--- src/rtl/icache_line_fill.sv ---
// ============================================================================
// icache_line_fill
//
// Line-fill engine between the L1 instruction cache and memory port 1.
// On an L1 miss it fetches the WORDS_PER_LINE words of the missing line one
// at a time over the MEM_RDEN1 / MEM_ADDR1 / memValid1 handshake. It assembles
// them into a line buffer and announces the finished line with a one-cycle
// LINE_VALID pulse.
//
// Optional feature macro: ICACHE_CWF_EN (critical word first). When it is
// defined, the fill starts at the missed word and wraps around the line, and
// the missed word is presented early on CRIT_VALID / CRIT_DATA. When it is
// undefined, the fill runs 0..WORDS_PER_LINE-1 and the CRIT_* outputs are
// tied to 0.
//
// Ports:
//   MEM_CLK     in   clock, rising edge
//   RST         in   asynchronous active-high reset
//   MISS        in   L1 miss request (level, held until LINE_VALID)
//   MISS_ADDR   in   word address of the missing instruction
//   MEM_RDEN1   out  read enable to memory port 1
//   MEM_ADDR1   out  word address to memory port 1 (0 outside REQ)
//   MEM_DOUT1   in   word returned by memory
//   memValid1   in   MEM_DOUT1 valid for the current MEM_ADDR1
//   BUSY        out  fill in progress
//   LINE_ADDR   out  line index of the filled line
//   LINE_DATA   out  assembled line, word i at [i*DATA_WIDTH +: DATA_WIDTH]
//   LINE_VALID  out  one-cycle pulse: line complete
//   CRIT_VALID  out  one-cycle pulse: missed word available
//   CRIT_DATA   out  missed word
// ============================================================================
module icache_line_fill #(
  parameter  int WORDS_PER_LINE = 8,
  parameter  int ADDR_WIDTH     = 14,
  parameter  int DATA_WIDTH     = 32,
  localparam int OFF_BITS       = $clog2(WORDS_PER_LINE)
) (
  input  logic                                MEM_CLK,
  input  logic                                RST,
  input  logic                                MISS,
  input  logic [ADDR_WIDTH-1:0]               MISS_ADDR,
  output logic                                MEM_RDEN1,
  output logic [ADDR_WIDTH-1:0]               MEM_ADDR1,
  input  logic [DATA_WIDTH-1:0]               MEM_DOUT1,
  input  logic                                memValid1,
  output logic                                BUSY,
  output logic [ADDR_WIDTH-OFF_BITS-1:0]      LINE_ADDR,
  output logic [WORDS_PER_LINE*DATA_WIDTH-1:0] LINE_DATA,
  output logic                                LINE_VALID,
  output logic                                CRIT_VALID,
  output logic [DATA_WIDTH-1:0]               CRIT_DATA
);

  localparam logic [OFF_BITS-1:0] LAST_COUNT = OFF_BITS'(WORDS_PER_LINE - 1);

  typedef enum logic [1:0] {IDLE, REQ, GAP, DONE} state_t;

  state_t              state;
  logic [OFF_BITS-1:0] offset;
  logic [OFF_BITS-1:0] count;
  logic [OFF_BITS-1:0] start_off;
  logic [DATA_WIDTH-1:0] buffer [WORDS_PER_LINE];

`ifdef ICACHE_CWF_EN
  assign start_off = MISS_ADDR[OFF_BITS-1:0];
`else
  // Line always fetched from word 0; the in-line offset of the miss is unused.
  logic unused_miss_off;
  assign unused_miss_off = ^MISS_ADDR[OFF_BITS-1:0];
  assign start_off       = '0;
`endif

  // The buffer doubles as the line output; words are overwritten in place as
  // the next fill proceeds.
  for (genvar i = 0; i < WORDS_PER_LINE; i++) begin : g_pack
    assign LINE_DATA[i*DATA_WIDTH +: DATA_WIDTH] = buffer[i];
  end

  // Control FSM. All outputs are registered here, so memValid1 never reaches
  // an output combinationally.
  always_ff @(posedge MEM_CLK or posedge RST) begin
    if (RST) begin
      state      <= IDLE;
      BUSY       <= 1'b0;
      MEM_RDEN1  <= 1'b0;
      MEM_ADDR1  <= '0;
      LINE_VALID <= 1'b0;
      LINE_ADDR  <= '0;
      offset     <= '0;
      count      <= '0;
      for (int i = 0; i < WORDS_PER_LINE; i++) buffer[i] <= '0;
    end else begin
      case (state)
        IDLE: begin
          if (MISS) begin
            state     <= REQ;
            BUSY      <= 1'b1;
            MEM_RDEN1 <= 1'b1;
            MEM_ADDR1 <= {MISS_ADDR[ADDR_WIDTH-1:OFF_BITS], start_off};
            LINE_ADDR <= MISS_ADDR[ADDR_WIDTH-1:OFF_BITS];
            offset    <= start_off;
            count     <= '0;
          end
        end
        REQ: begin
          if (memValid1) begin
            buffer[offset] <= MEM_DOUT1;
            offset         <= offset + 1'b1;  // wraps around the line
            count          <= count + 1'b1;
            MEM_RDEN1      <= 1'b0;
            MEM_ADDR1      <= '0;
            if (count == LAST_COUNT) begin
              state      <= DONE;
              LINE_VALID <= 1'b1;
            end else begin
              state <= GAP;
            end
          end
        end
        GAP: begin
          // One idle cycle with the read enable low so the memory restarts
          // its latency for the next address.
          state     <= REQ;
          MEM_RDEN1 <= 1'b1;
          MEM_ADDR1 <= {LINE_ADDR, offset};
        end
        DONE: begin
          // MISS is deliberately not sampled here; a held MISS is taken in
          // IDLE on the next edge.
          state      <= IDLE;
          BUSY       <= 1'b0;
          LINE_VALID <= 1'b0;
        end
        default: state <= IDLE;
      endcase
    end
  end

`ifdef ICACHE_CWF_EN
  // The first capture of a fill is always the missed word.
  logic first_capture;
  assign first_capture = (state == REQ) && memValid1 && (count == '0);

  always_ff @(posedge MEM_CLK or posedge RST) begin
    if (RST) begin
      CRIT_VALID <= 1'b0;
      CRIT_DATA  <= '0;
    end else begin
      CRIT_VALID <= first_capture;
      if (first_capture) CRIT_DATA <= MEM_DOUT1;
    end
  end
`else
  assign CRIT_VALID = 1'b0;
  assign CRIT_DATA  = '0;
`endif

endmodule

--- config.mk ---
export PLATFORM = sky130hd
export DESIGN_NAME = icache_line_fill
export DESIGN_NICKNAME = d
export VERILOG_FILES = /design/src/rtl/icache_line_fill.sv
export SDC_FILE = /design/constraint.sdc
export NUM_CORES = 1
export LEC_CHECK = 0
export CORE_ASPECT_RATIO = 0.8
export CORE_MARGIN = 3
export CORE_UTILIZATION = 35
export CTS_BUF_LIST = sky130_fd_sc_hd__clkbuf_16
export CTS_CLUSTER_SIZE = 40
export DETAILED_ROUTE_END_ITERATION = 16
export HOLD_SLACK_MARGIN = 0.03
export PLACE_DENSITY_LB_ADDON = 0.25
export SLEW_MARGIN = 20
export SYNTH_ARGS = -nofsm -noshare
export SYNTH_HDL_FRONTEND = slang
export SYNTH_SLANG_ARGS = --single-unit
--- constraint.sdc ---
create_clock -name MEM_CLK -period 24.4 [get_ports MEM_CLK]
set_input_delay 4.88 -clock MEM_CLK [delete_from_list [all_inputs] [get_ports MEM_CLK]]
set_output_delay 4.88 -clock MEM_CLK [all_outputs]
set_load 0.005 [all_outputs]
==> results by group <==
Logic synthesis
  • Synth Area in Compound Gates: 0.0133
  • Simple-Gate Fraction of Synth Area: 0.0204
  • Seq/Total Area, Yosys: 0.635
  • Post-synth top cells: 292 x dfrtp_1, 264 x mux2_2, 34 x buf_4
  • Cells after synthesis: 746
  • Post-Synth XOR/XNOR Area: 0
  • Largest area contributor in the netlist: dfrtp_1
  • Ys Warns: 0
  • Post-Syn Area: 11500 um^2
  • Most frequent cell after synthesis: dfrtp_1
  • #FFs+latches synth: 292
  • Post-synthesis cell type count: 28
  • Post-synth top area share: 0.635
  • Avg Inst Size Synth: 15.4 um^2
  • Multiplexer share of the synthesized area: 0.276
  • Largest family of logic cells by synthesized area: multiplexers
  • Synth Area in Adders: 0.00869
  • Top FF cell, synth: dfrtp_1
  • Asr flop ratio synth: 1.00
  • Post-synth EDFFs: 0
  • Synth area leaders: dfrtp_1 63%, mux2_2 26%, buf_4 2.2%, mux2i_1 1.3%, ha_1 0.87%

Die
  • Core area: 31900 um^2
  • # rows: 58
  • Die width: 209 um
  • Chip height: 168 um
  • IO Count: 367
  • Die area: 35100 um^2
  • Initial Util: 0.361

Power and ir drop
  • Sequential power share: 0.401
  • Combinational Power Share: 0.379
  • VDD IR max: 68.4 uV
  • Sw Ratio: 0.279
  • Power density over the cells: 119 nW/um^2
  • Static leakage: 7.25 nW
  • Internal power component: 1.38 mW
  • Psw: 0.535 mW
  • Clock network fraction of design power: 0.220

Global routing
  • Largest net degree at the start of global routing: 139
  • Vias in the first global route: 7278
  • Total gr overflow: 0
  • First-pass GRT wire length: 46.7 mm
  • Initial antenna violation count: 0
  • All-Layer GR Usage: 0.169

STA
  • Final hold viol count: 0
  • Crit share post-route: 0.290
  • Max-Slew Margin vs Limit: 0.263
  • Period minus WS final: 7070 ps
  • Slack of the critical path: 17330 ps
  • Layout Skew: 8.05 ps
  • Slew Viols, Final: 0
  • RSZ-0062 raised after global routing: false
  • Slew @ Worst Pin: 1110 ps
  • Final TNS setup: 0 ps
  • Max Fclk: 141 MHz
  • Final Setup Violations: 0

Clocking
  • CTS tree: built
  • Clk sink count: 292
  • Clock Path Buffers: 3
  • Clk slew on worst S/H paths: 60 ps
  • Clk root buf: clkbuf_16
  • TritonCTS buffer count: 30
  • Clk_lat worst skew: 550 ps
  • # hold bufs at CTS: 0
  • Post CTS Setup Buffer Count: 0
  • H-tree depth: 1
  • PostCTS Resize Cnt: 0

Cells and area
  • Antenna cells: 0
  • Layout cells sized above 1: 0.289
  • Final-stage net count: 1142
  • P&R area growth vs syn: 39.5%

Detailed routing
  • Avg WL per Cell: 20.1 um
  • Vias/cell: 4.65
  • ANT nets after route: 0
  • Via count: 7082
  • Detailed-router iteration count before antenna repair: 4
  • Drt drc: 0
  • Number of DRC markers in iteration 0: 205
  • Routed WL: 30.6 mm

Worst setup path
  • Critical path arrival: 7500 ps
  • CP endpoint kind: register
  • Crit Path Max Fanout: 32
  • CP startpoint kind: input pin
  • Type of the worst setup path: input pin to register
  • Data required, critical path: 24830 ps

Outcome
  • Status: finished, final reports clean

Placed design
  • Pre-CTS WS: 16740 ps
  • Detailed Place HPWL: 20.4 mm
  • Port bufs: 330
  • GP Congestion: 0.719

Flow run
  • Max cap viols: 0

Worst hold path
  • HP Class: register to register
-- cells by family after synthesis --
group	count (synthesis)
other	1
AO/OA/AOI/OAI	26
AND/OR/NAND/NOR	45
flip-flops	292
adder cells (fa/ha/maj)	8
buffers and inverters	90
multiplexers	284
-- flip-flops by register name, indices dropped and copies added (netlist names) --
name,cells
LINE_ADDR,11
BUSY,1
MEM_ADDR1,14
count,3
offset,3
MEM_RDEN1,1
LINE_DATA,256
LINE_VALID,1
state,2
-- cell usage in the layout (no fill, tap or decap), types with 2 or more instances in the layout --
master             n
a21oi_1           12
buf_4              8
clkbuf_16         31
clkdlybuf4s50_1  330
clkinv_1           9
clkinv_2           2
conb_1            33
dfrtp_1          292
ha_1               8
inv_1             31
inv_8              2
mux2_1             5
mux2_2           264
mux2i_1           15
nand2_1           10
nand2b_1           3
nand3_1            5
nand3b_1           2
nand4_1            4
nor2_4             6
nor2b_1           11
o21ai_0            9
-- worst paths after layout --
check | start | to | slack, ps | cells after the start
setup / recovery | memValid1 | LINE_DATA[56]$_DFFE_PP0P_ | 17330 | 4
hold / removal | LINE_DATA[56]$_DFFE_PP0P_ | LINE_DATA[56]$_DFFE_PP0P_ | 500 | 1
setup reg to reg | state[1]$_DFFE_PP0P_ | LINE_DATA[56]$_DFFE_PP0P_ | 21610 | 5
hold reg to reg | LINE_DATA[56]$_DFFE_PP0P_ | LINE_DATA[56]$_DFFE_PP0P_ | 500 | 1
max in group asynchronous | RST | LINE_DATA[71]$_DFFE_PP0P_ | 17880 | 4
min in group asynchronous | RST | LINE_DATA[234]$_DFFE_PP0P_ | 4690 | 2
-- power by group through the flow --
stage / clock (mW) / sequential (mW) / combinational, mW
after floorplan: 0 / 0.784 / 0.268
after global placement: 0 / 0.768 / 0.732
after detailed placement: 0 / 0.776 / 0.738
after CTS: 0.439 / 0.770 / 0.741
after global routing: 0.458 / 0.795 / 0.780
final: 0.423 / 0.768 / 0.727
-- metrics by stage --
stage	area, um^2	cells	hold WS (ps)	utilization	total power [mW]
2_1_floorplan	11600	778	489	-	1.05
5_1_grt	16100	1524	516	0.503	2.03
4_1_cts	16000	1523	500	0.502	1.95
3_3_place_gp	15100	1471	472	0.474	1.50
3_5_place_dp	15100	1471	486	0.474	1.51
6_report	16100	1524	495	0.503	1.92
-- metal layers --
metal  vias up  track usage  routed length [um]
li1       3206            -                   -
met5         -            0                   0
met2       192        0.275               14300
met4         0       0.0250                 448
met1      3650        0.230               13800
met3        34       0.0523                2110
-- final cells by class --
cell class | count | area (um^2)
clock inverter | 21 | 115
sequential | 292 | 7310
tap | 420 | 526
multi-input combinational | 396 | 3840
inverter | 24 | 97.6
timing repair buffer | 340 | 3400
clock buffer | 31 | 776
fill | 2800 | 15900
-- critical path, cell delays in order --
cell             delay (ps)
clkdlybuf4s50_1         740
nand3_1                 370
or3_2                  1000
mux2_1                  490
Note: power is estimated with default switching activity, not from simulation.
